<file path="src/rtl/ir_tx_scheduler.sv">
// ir_tx_scheduler: 4-entry NEC command queue that builds 32-bit frames and paces
// tx_start against tx_busy, enforcing a fixed idle gap after every frame.
module ir_tx_scheduler #(
    parameter int unsigned GAP_CYCLES   = 1000,
    parameter int unsigned BUSY_TIMEOUT = 65535
) (
    input  logic        clock,
    input  logic        reset,
    input  logic        cmd_valid,
    output logic        cmd_ready,
    input  logic [7:0]  cmd_addr,
    input  logic [7:0]  cmd_code,
    output logic [31:0] tx_data,
    output logic        tx_start,
    input  logic        tx_busy,
    output logic [2:0]  fifo_level,
    output logic        err_timeout,
    output logic        idle
);
    localparam int unsigned DEPTH   = 4;
    localparam int unsigned PTR_W   = 2;
    localparam int unsigned ENTRY_W = 16;
    localparam int unsigned CNT_MAX = (GAP_CYCLES > BUSY_TIMEOUT) ? GAP_CYCLES : BUSY_TIMEOUT;
    // One counter serves both WAIT_BUSY and GAP; it only ever counts to CNT_MAX-1.
    localparam int unsigned CNT_W   = (CNT_MAX < 2) ? 1 : $clog2(CNT_MAX);

    typedef enum logic [2:0] {
        IDLE,
        START,
        WAIT_BUSY,
        SENDING,
        GAP
    } state_t;

    state_t             state;
    logic [CNT_W-1:0]   cnt;
    logic [ENTRY_W-1:0] mem [DEPTH];
    logic [PTR_W-1:0]   wr_ptr;
    logic [PTR_W-1:0]   rd_ptr;
    logic [ENTRY_W-1:0] head;
    logic               push;
    logic               pop;

    assign cmd_ready = (fifo_level < 3'(DEPTH)) && !reset;
    assign push      = cmd_valid && cmd_ready;
    assign pop       = (state == IDLE) && (fifo_level != 3'd0) && !tx_busy;
    assign idle      = (state == IDLE) && (fifo_level == 3'd0);
    assign head      = mem[rd_ptr];

    // Storage carries no reset; pointers and level define what is valid.
    always_ff @(posedge clock) begin
        if (push) begin
            mem[wr_ptr] <= {cmd_addr, cmd_code};
        end
    end

    always_ff @(posedge clock or posedge reset) begin
        if (reset) begin
            wr_ptr     <= '0;
            rd_ptr     <= '0;
            fifo_level <= '0;
        end else begin
            if (push) begin
                wr_ptr <= wr_ptr + PTR_W'(1);
            end
            if (pop) begin
                rd_ptr <= rd_ptr + PTR_W'(1);
            end
            case ({push, pop})
                2'b10:   fifo_level <= fifo_level + 3'd1;
                2'b01:   fifo_level <= fifo_level - 3'd1;
                default: fifo_level <= fifo_level;
            endcase
        end
    end

    // Frame sequencer; tx_start and err_timeout are single-cycle registered strobes.
    always_ff @(posedge clock or posedge reset) begin
        if (reset) begin
            state       <= IDLE;
            cnt         <= '0;
            tx_data     <= '0;
            tx_start    <= 1'b0;
            err_timeout <= 1'b0;
        end else begin
            tx_start    <= 1'b0;
            err_timeout <= 1'b0;
            case (state)
                IDLE: begin
                    if (pop) begin
                        tx_data  <= {~head[7:0], head[7:0], ~head[15:8], head[15:8]};
                        tx_start <= 1'b1;
                        state    <= START;
                    end
                end
                START: begin
                    cnt   <= '0;
                    state <= WAIT_BUSY;
                end
                WAIT_BUSY: begin
                    if (tx_busy) begin
                        state <= SENDING;
                    end else if (cnt == CNT_W'(BUSY_TIMEOUT - 1)) begin
                        err_timeout <= 1'b1;
                        cnt         <= '0;
                        state       <= GAP;
                    end else begin
                        cnt <= cnt + CNT_W'(1);
                    end
                end
                SENDING: begin
                    if (!tx_busy) begin
                        cnt   <= '0;
                        state <= GAP;
                    end
                end
                GAP: begin
                    if (cnt == CNT_W'(GAP_CYCLES - 1)) begin
                        state <= IDLE;
                    end else begin
                        cnt <= cnt + CNT_W'(1);
                    end
                end
                default: state <= IDLE;
            endcase
        end
    end
endmodule

</file>
<file path="config.mk">
export PLATFORM = sky130hd
export DESIGN_NAME = ir_tx_scheduler
export DESIGN_NICKNAME = d
export VERILOG_FILES = /design/src/rtl/ir_tx_scheduler.sv
export SDC_FILE = /design/constraint.sdc
export NUM_CORES = 1
export LEC_CHECK = 0
export BUFFER_PORTS_ARGS = -buffer_cell sky130_fd_sc_hd__buf_2
export CORE_ASPECT_RATIO = 0.7
export CORE_MARGIN = 1.5
export CORE_UTILIZATION = 58
export CTS_BUF_LIST = sky130_fd_sc_hd__clkbuf_8 sky130_fd_sc_hd__clkbuf_16
export DETAILED_ROUTE_END_ITERATION = 7
export GPL_TIMING_DRIVEN = 1
export PLACE_DENSITY_LB_ADDON = 0.15
export RECOVER_POWER = 25
export SLEW_MARGIN = 20
export SYNTH_ARGS = -nofsm -noshare
export SYNTH_HDL_FRONTEND = slang
export SYNTH_SLANG_ARGS = --single-unit
export TNS_END_PERCENT = 10
</file>
<file path="constraint.sdc">
create_clock -name clock -period 2.61 [get_ports clock]
set_input_delay 0.261 -clock clock [delete_from_list [all_inputs] [get_ports clock]]
set_output_delay 0.261 -clock clock [all_outputs]
set_load 0.1 [all_outputs]
</file>
[Yosys cells after proc, flatten, opt, wreduce, memory -nomap -nowiden]
Memories as Yosys holds them, arrays and structs flattened.
Cells that the tools add are included.
W data, S select, Z words.
Word-level totals
  register bits: 60
  memory bits (writable): 64
  input bits: 20
  output and inout bits: 39
  memories: 1
Cells by class
  $add $sub $neg: 5
  $lt $le $gt $ge: 1
  equal/unequal tests: 14
  multiplexer cells: 19
  bitwise logic cells: 2
  reduce and logical (&&, ||, !) cells: 15
Memories
  mem: words 4, width 16, rd ports 1, clocked after memory_dff 0, write ports 1, line 37  | logic [ENTRY_W-1:0] mem [DEPTH];
Operators with widths (count)
  $mux W16: 4
  $pmux W16 S4: 1
  $add A16 B1 Y16 const B: 1
  $eq A16 B10 Y1 const B: 1
  $eq A16 B16 Y1 const B: 1
  $not A8 Y8: 2
  $mux W3: 5
  $pmux W3 S5: 1
  $ne A2 B2 Y1 const B: 5
  $reduce_and A4 Y1: 2
  $mux W1: 7
  $eq A3 B2 Y1 const B: 2
  $logic_not A3 Y1: 2
  $pmux W3 S2: 1
  $logic_and A1 B1 Y1: 5
  $add A2 B1 Y2 const B: 2
  $reduce_bool A4 Y1: 1
  $add A3 B1 Y3 const B: 1
  $eq A3 B1 Y1 const B: 1
  $eq A3 B3 Y1 const B: 1
  $lt A3 B3 Y1 const B: 1
  $ne A3 B3 Y1 const B: 1
  $reduce_bool A3 Y1: 1
  $sub A3 B1 Y3 const B: 1
  other kinds (5): 6

[Depth between registers and ports, before layout]
Gate-level depths: netlist of run 1.
  word-level depth: 5
  mapped depth: 11

[Worst setup path after synthesis of run 1]
Ideal clock, no wire load.
  path type: register -> output
  start point: register fifo_level[2]
  end point: output port idle
  arrival time: 3391 ps
  setup slack: -1042 ps
  cell stages (with the launch flop): 3
  buffers on the path: 0
  path through: dfrtp_1 > or3_1 > nor3_1
Between the ends
  cells in the longest elaborated chain, start to end: 2
Ends and longest elaborated chain
  start: declaration: line 16  | output logic [2:0] fifo_level,
  start signal: assignment: line 70  | 2'b10: fifo_level <= fifo_level + 3'd1;
  start signal: assignment: line 71  | 2'b01: fifo_level <= fifo_level - 3'd1;
  start signal: assignment: line 72  | default: fifo_level <= fifo_level;
  $logic_not A3 Y1: line 47  | assign idle = (state == IDLE) && (fifo_level == 3'd0);
  $logic_and A1 B1 Y1: line 47
  end: declaration: line 18  | output logic idle
No other way between the ends.

[Worst setup path in the final report of run 1]
  start point: register cnt[1]
  end point: register cnt[4]
Between the ends
  cells in the longest elaborated chain, start to end: 4
Ends and longest elaborated chain
  start: declaration: line 36  | logic [CNT_W-1:0] cnt;
  start signal: assignment: line 108  | cnt <= cnt + CNT_W'(1);
  start signal: assignment: line 121  | cnt <= cnt + CNT_W'(1);
  $add A16 B1 Y16 or $eq A16 B16 Y1 (tied branches): line 108, 121, 103
  $mux W16: line 103  | end else if (cnt == CNT_W'(BUSY_TIMEOUT - 1)) begin
  $mux W16: line 101  | if (tx_busy) begin
  $pmux W16 S4: line 88  | case (state)
Several ways; a longest one is shown, not always the timed one. The select of a mux whose other input is x is not followed.
A chain may end at the register's enable or synchronous reset.

==> results of run 1 <==
cell families after synthesis:
| family | synth area share |
|---|---|
| AO/OA/AOI/OAI | 0.0742 |
| XOR/XNOR | 0.0222 |
| buffers and inverters | 0.0273 |
| flip-flops | 0.667 |
| adder cells (fa/ha/maj) | 0.0210 |
| multiplexers | 0.0722 |
| AND/OR/NAND/NOR | 0.116 |
through the flow:
stage                     setup slack, ps  cell area [um2]  hold slack, ps  cells  utilization
after CTS                             414             6200            55.5    567        0.728
after global placement                596             5570             397    534        0.654
final                                 357             6170             115    567        0.725
after detailed placement              412             5570             412    534        0.654
after floorplan                      17.6             5140             360    362            -
after global routing                  158             6170             108    567        0.725
worst max-delay path, cell delays in order, from the launching register on:
cell	delay, ps
dfrtp_1	430
ha_1	260
and4bb_1	210
nand4_1	140
a31oi_1	740
o21ai_0	210
a21oi_1	180
worst max-delay path by stage:
stage | slack (ps) | to | startpoint | cells past startpoint
2_1_floorplan | 20 | idle | fifo_level[2] | 2
3_3_place_gp | 600 | tx_data[28] | state[2] | 6
3_5_place_dp | 410 | cnt[3] | cnt[0] | 6
4_1_cts | 410 | idle | fifo_level[2] | 3
5_1_grt | 160 | cnt[3] | cnt[0] | 6
6_report | 360 | cnt[4] | cnt[1] | 6
synth_stat cells, drive strengths merged (2+ instances only):
library cell	n	area (um2)
a2111oi	2	55.1
a211oi	8	60.1
a21oi	6	33.8
a31oi	4	25.0
and3	6	37.5
and4	2	17.5
buf	12	83.8
clkbuf	3	11.3
dfrtp	60	1500
edfxtp	64	1920
ha	7	87.6
inv	12	45.0
mux4	16	360
nand2	61	229
nand3	10	60.1
nand4	5	31.3
nor2	19	83.8
nor3	4	20.0
o21a	17	128
o21ai	11	55.1
or3	6	37.5
xnor2	11	96.3
xor2	2	17.5
final cells by class:
type / count / share of cell area
clock buffer: 18 / 0.0711
clock inverter: 14 / 0.0286
inverter: 12 / 0.00729
multi-input combinational: 211 / 0.256
sequential: 124 / 0.555
tap: 120 / 0.0243
timing repair buffer: 68 / 0.0582
registers in the layout, summed over array words and instances, names as in the netlist:
signal / cells
fifo_level: 3
rd_ptr: 2
cnt: 16
state: 3
mem: 64
wr_ptr: 2
tx_data: 32
tx_start: 1
err_timeout: 1
per-layer routing:
metal  global-route usage  vias up  wire length (um)
met2                0.378      135              4780
li1                     -     1478                 -
met4               0.0889        0               133
met3               0.0760       13               775
met1                0.330     1620              4590
met5                    0        -                 0
==> results.json, run 1 <==
{
  "synthFlopType": "edfxtp_1",
  "worstRegToRegCells": 6,
  "avgSynthCellArea_um2": 14.2,
  "rsz0062_at_grt": "false",
  "drtPass1Iterations": 5,
  "routed_wl_um": 10300,
  "cts_buffers": 17,
  "post-dp-hpwl_um": 6360,
  "setup_violations": 0,
  "htree_levels": 4,
  "tightest_slew_ps": 1160,
  "cts_tree": "built",
  "drive_gt1_frac": 0.251,
  "synth_cell_types": 45,
  "gp_congestion": 0.874,
  "path_class": "reg2reg",
  "vias_per_cell": 5.72,
  "grt_usage": 0.244,
  "finalCritPeriodShare": 0.863,
  "syn2layout_area_growth_pct": 20.4,
  "setup_tns_ps": 0,
  "root_buffer": "clkbuf_16",
  "worstSetupEndpointType": "register",
  "numClockSinks": 124,
  "slew_violations": 0,
  "layout.area.seq_um2": 3430,
  "ys_seq_area_frac": 0.667,
  "final_cell_mix": "edfxtp_1, nand2_1, dfrtp_1",
  "die_x_um": 115,
  "num_vias": 3246,
  "cp.arrival_ps": 2580,
  "synthArstFlopShare": 0.484,
  "synth_edf_count": 64,
  "multi_input_area_um2": 1580,
  "synth_cells": 362,
  "synth_area_um2": 5130,
  "crit_path_max_fanout": 13,
  "die-area_um2": 9420,
  "cp-start-kind": "register",
  "cts-hold-fix-buffers": 1,
  "synth_nets": 390,
  "drtIter0Drc": 220,
  "cts_resized": 0,
  "min_period_ps": 2250,
  "synth_warnings": 0,
  "hold-path-cell-count": 1,
  "post_cts_buffers": 0,
  "hold_path_class": "in2reg",
  "timing.fmax_ghz": 0.444,
  "hold_start": "cmd_code[5]",
  "core_um2": 8510,
  "grt_pass1_vias": 3218,
  "portBuffers": 58,
  "grt_max_degree": 35,
  "antenna_left": 0,
  "holdPathEnd": "mem[0][5]",
  "antenna_found_initial": 0,
  "fin_nets": 462,
  "r2r_slack_ps": 360,
  "drc_errors": 0,
  "drv_cap": 0,
  "path_clk_slew_ps": 50,
  "crit_required_ps": 2930,
  "crit-reg2reg-capture": "cnt[4]",
  "relSlewSlack": 0.226,
  "grt_overflow": 0,
  "hold_viol_final": 0,
  "status": "finished, final reports clean",
  "final_common_cell": "edfxtp_1",
  "clock_latency_ps": 410,
  "final.setup_skew_ps": 5.71,
  "fp.dieH_um": 81.7,
  "grt_pass1_wl_um": 16400,
  "r2r-start": "cnt[1]",
  "cts_buffer_depth": 2,
  "ios": 59,
  "num-fill-cells": 572,
  "ys_ff_latch": 124,
  "rows": 28,
  "initial_core_util": 0.602,
  "wl_per_cell_um": 18.1,
  "diodes": 0
}
Power of run 1 is not shown: default switching activity piles up to over one toggle a cycle in this logic, so the estimate is an artifact.
==> run 2, diff against run 1 <==
--- a/config.mk
+++ b/config.mk
@@ -8,7 +8,7 @@
 export BUFFER_PORTS_ARGS = -buffer_cell sky130_fd_sc_hd__buf_2
 export CORE_ASPECT_RATIO = 0.7
 export CORE_MARGIN = 1.5
-export CORE_UTILIZATION = 58
+export CORE_UTILIZATION = 45
 export CTS_BUF_LIST = sky130_fd_sc_hd__clkbuf_8 sky130_fd_sc_hd__clkbuf_16
 export DETAILED_ROUTE_END_ITERATION = 7
 export GPL_TIMING_DRIVEN = 1
==> results.json, run 2 (same netlist as run 1, synthesis figures left out) <==
{
  "diodes": 0,
  "grt_pass1_wl_um": 16300,
  "crit_path_max_fanout": 13,
  "post_cts_buffers": 0,
  "path_class": "reg2reg",
  "num_vias": 3135,
  "final_common_cell": "edfxtp_1",
  "crit_chain": "nor4b_1, nand4_1, a31oi_1, o21ai_0, a21oi_2",
  "instances_no_fill": 599,
  "die-area_um2": 12100,
  "numClockSinks": 124,
  "root_buffer": "clkbuf_16",
  "hold_path_class": "in2reg",
  "cts_resized": 0,
  "reg_top3": "mem: 64 flops, tx_data: 32 flops, cnt: 16 flops",
  "cp-start-kind": "register",
  "cts_buffers": 17,
  "wl_per_cell_um": 16.5,
  "cts-hold-fix-buffers": 0,
  "max_stage_delay_ps": 730,
  "grt_overflow": 0,
  "clock_latency_ps": 410,
  "initial_core_util": 0.464,
  "path_buf_inv": 0,
  "hold_viol_final": 0,
  "path_clk_slew_ps": 50,
  "gp_congestion": 0.801,
  "routed_wl_um": 9900,
  "cts_buffer_depth": 2,
  "portBuffers": 58,
  "rows": 32,
  "regMostFlops": "mem",
  "post-dp-hpwl_um": 6470,
  "num-fill-cells": 927,
  "largest_reg_flops": 64,
  "worstSetupEndpointType": "register",
  "die_x_um": 131,
  "grt_max_degree": 37,
  "setup_tns_ps": 0,
  "dp.cells": 568,
  "final_cell_mix": "edfxtp_1, nand2_1, dfrtp_1",
  "crit_family": "compound AO/OA/AOI/OAI gates",
  "cp.arrival_ps": 2560,
  "setup_violations": 0,
  "relSlewSlack": 0.0374,
  "final.setup_skew_ps": 10.9,
  "rsz0062_at_grt": "false",
  "core_um2": 11100,
  "timing.fmax_ghz": 0.448,
  "ios": 59,
  "drtPass1Iterations": 4,
  "finalCritPeriodShare": 0.855,
  "drc_errors": 0,
  "fin_nets": 462,
  "cts_tree": "built",
  "fp.dieH_um": 92.3,
  "antenna_found_initial": 0,
  "grt_usage": 0.185,
  "status": "finished, final reports clean",
  "vias_per_cell": 5.23,
  "crit_required_ps": 2940,
  "antenna_left": 0,
  "crit_slowest_cell": "a31oi_1",
  "syn2layout_area_growth_pct": 20.4,
  "slew_violations": 0,
  "htree_levels": 4,
  "grt_pass1_vias": 3196,
  "drtIter0Drc": 181,
  "drv_cap": 0,
  "drive_gt1_frac": 0.247,
  "r2r_slack_ps": 380,
  "tightest_slew_ps": 1440,
  "min_period_ps": 2230
}
## run 2: through the flow
stage / hold slack [ps] / worst slack, ps / area [um2] / util
2_1_floorplan: 360 / 17.6 / 5140 / -
3_3_place_gp: 454 / 578 / 5620 / 0.508
3_5_place_dp: 458 / 500 / 5620 / 0.508
4_1_cts: 56.2 / 394 / 6190 / 0.561
5_1_grt: 118 / 205 / 6170 / 0.559
6_report: 109 / 378 / 6170 / 0.559
## run 2: final cells by class
type | instances | area, um2 | area share
multi-input combinational | 211 | 1580 | 0.256
clock buffer | 18 | 439 | 0.0711
clock inverter | 13 | 136 | 0.0221
inverter | 12 | 45.0 | 0.00730
timing repair buffer | 68 | 357 | 0.0578
sequential | 124 | 3430 | 0.555
tap | 153 | 191 | 0.0310
## run 2: final timing paths
path	depth (start not counted)	end	start
worst max-delay path	5	cnt[3]	cnt[4]
worst min-delay path	1	mem[3][8]	cmd_addr[0]
worst max register to register	5	cnt[3]	cnt[4]
worst min register to register	2	tx_data[6]	tx_data[6]
max in group asynchronous	2	fifo_level[1]	reset
min in group asynchronous	2	tx_data[31]	reset
## run 2: layer usage
| metal | vias to the layer above | share of wire | GRT usage |
|---|---|---|---|
| met5 | - | 0 | 0 |
| met4 | 0 | 0.0086 | 0.0751 |
| met2 | 89 | 0.45 | 0.274 |
| met1 | 1570 | 0.48 | 0.259 |
| met3 | 8 | 0.057 | 0.0520 |
| li1 | 1468 | - | - |
Power of run 2 is left out for the same reason.
==> run 3, diff against run 2 <==
--- a/config.mk
+++ b/config.mk
@@ -13,7 +13,7 @@
 export DETAILED_ROUTE_END_ITERATION = 7
 export GPL_TIMING_DRIVEN = 1
 export PLACE_DENSITY_LB_ADDON = 0.15
-export RECOVER_POWER = 25
+export RECOVER_POWER = 100
 export SLEW_MARGIN = 20
 export SYNTH_ARGS = -nofsm -noshare
 export SYNTH_HDL_FRONTEND = slang
==> results.json, run 3 (same netlist as run 1, synthesis figures left out) <==
{
  "fp.dieH_um": 92.3,
  "initial_core_util": 0.464,
  "portBuffers": 58,
  "grt_overflow": 0,
  "drtPass1Iterations": 5,
  "die-area_um2": 12100,
  "routed_wl_um": 9970,
  "grt_max_degree": 37,
  "final_cell_mix": "edfxtp_1, clkbuf_1, nand2_1",
  "rsz0062_at_grt": "false",
  "root_buffer": "clkbuf_16",
  "reg_top3": "mem: 64 flops, tx_data: 32 flops, cnt: 16 flops",
  "final_common_cell": "edfxtp_1",
  "cts_buffers": 17,
  "setup_tns_ps": 0,
  "cp-start-kind": "register",
  "fin_nets": 462,
  "gp_congestion": 0.801,
  "rows": 32,
  "numClockSinks": 124,
  "cp.depth": 2,
  "timing.fmax_ghz": 0.444,
  "crit_required_ps": 2350,
  "cts_buffer_depth": 2,
  "cts_resized": 0,
  "num-fill-cells": 962,
  "antenna_left": 0,
  "min_period_ps": 2250,
  "vias_per_cell": 5.21,
  "hold_viol_final": 0,
  "antenna_found_initial": 0,
  "htree_levels": 4,
  "post_cts_buffers": 0,
  "regMostFlops": "mem",
  "tightest_slew_ps": 1430,
  "path_clk_slew_ps": 50,
  "ios": 59,
  "cts_tree": "built",
  "diodes": 0,
  "grt_pass1_wl_um": 16300,
  "cp.arrival_ps": 1990,
  "drv_cap": 0,
  "crit_chain": "nor2_1, clkbuf_1",
  "crit_path_max_fanout": 6,
  "hold_path_class": "in2reg",
  "worstRegToRegCells": 6,
  "core_um2": 11100,
  "syn2layout_area_growth_pct": 18.6,
  "status": "finished, final reports clean",
  "relSlewSlack": 0.0443,
  "grt_usage": 0.185,
  "post-dp-hpwl_um": 6470,
  "cts-hold-fix-buffers": 0,
  "path_buf_inv": 1,
  "drtIter0Drc": 187,
  "setup_violations": 0,
  "largest_reg_flops": 64,
  "max_stage_delay_ps": 890,
  "crit_slowest_cell": "clkbuf_1",
  "grt_pass1_vias": 3196,
  "crit_family": "buffers and inverters",
  "drc_errors": 0,
  "finalCritPeriodShare": 0.863,
  "hold-path-cell-count": 1,
  "die_x_um": 131,
  "wl_per_cell_um": 16.6,
  "path_class": "reg2out",
  "worstSetupEndpointType": "output pin",
  "num_vias": 3123,
  "clock_latency_ps": 400,
  "slew_violations": 0,
  "drive_gt1_frac": 0.139,
  "final.setup_skew_ps": 5.27
}
-- run 3: changes by cell type in the layout (fill, tap and decap cells not counted), moves of 2 or more --
cell | previous run | this run
buf_2 | 41 | 2
clkbuf_1 | 17 | 62
nor2_1 | 15 | 17
buf_4 | 9 | 2
-- run 3: per-stage QoR --
step,setup slack [ps],instance area (um2),cells,utilization,hold WS (ps)
final,359,6080,599,0.551,109
after global routing,171,6080,599,0.551,118
after floorplan,17.6,5140,362,-,360
after CTS,394,6190,599,0.561,56.2
after detailed placement,500,5620,568,0.508,458
after global placement,578,5620,568,0.508,454
-- run 3: metal layers --
layer	vias to the layer above	GRT usage	share of wire
met2	93	0.274	0.45
li1	1470	-	-
met3	7	0.0520	0.060
met5	-	0	0
met4	0	0.0751	0.011
met1	1553	0.259	0.48
-- run 3: area by class of cell --
cell class | count | area (um2) | share of cell area
clock inverters | 13 | 136 | 0.0224
repair buffers | 68 | 283 | 0.0465
well taps | 153 | 191 | 0.0315
inverters | 12 | 45.0 | 0.00740
multi-input cells | 211 | 1560 | 0.257
clock buffers | 18 | 439 | 0.0722
flip-flops and latches | 124 | 3430 | 0.563
-- run 3: worst paths after layout --
check	from	to	slack (ps)
worst max-delay path	fifo_level[2]	cmd_ready	360
worst min-delay path	cmd_addr[0]	mem[3][8]	110
worst max register to register	cnt[11]	cnt[6]	380
worst min register to register	tx_data[4]	tx_data[4]	470
max in group asynchronous	reset	tx_start	1020
min in group asynchronous	reset	tx_data[20]	280
Power of run 3 is left out for the same reason.
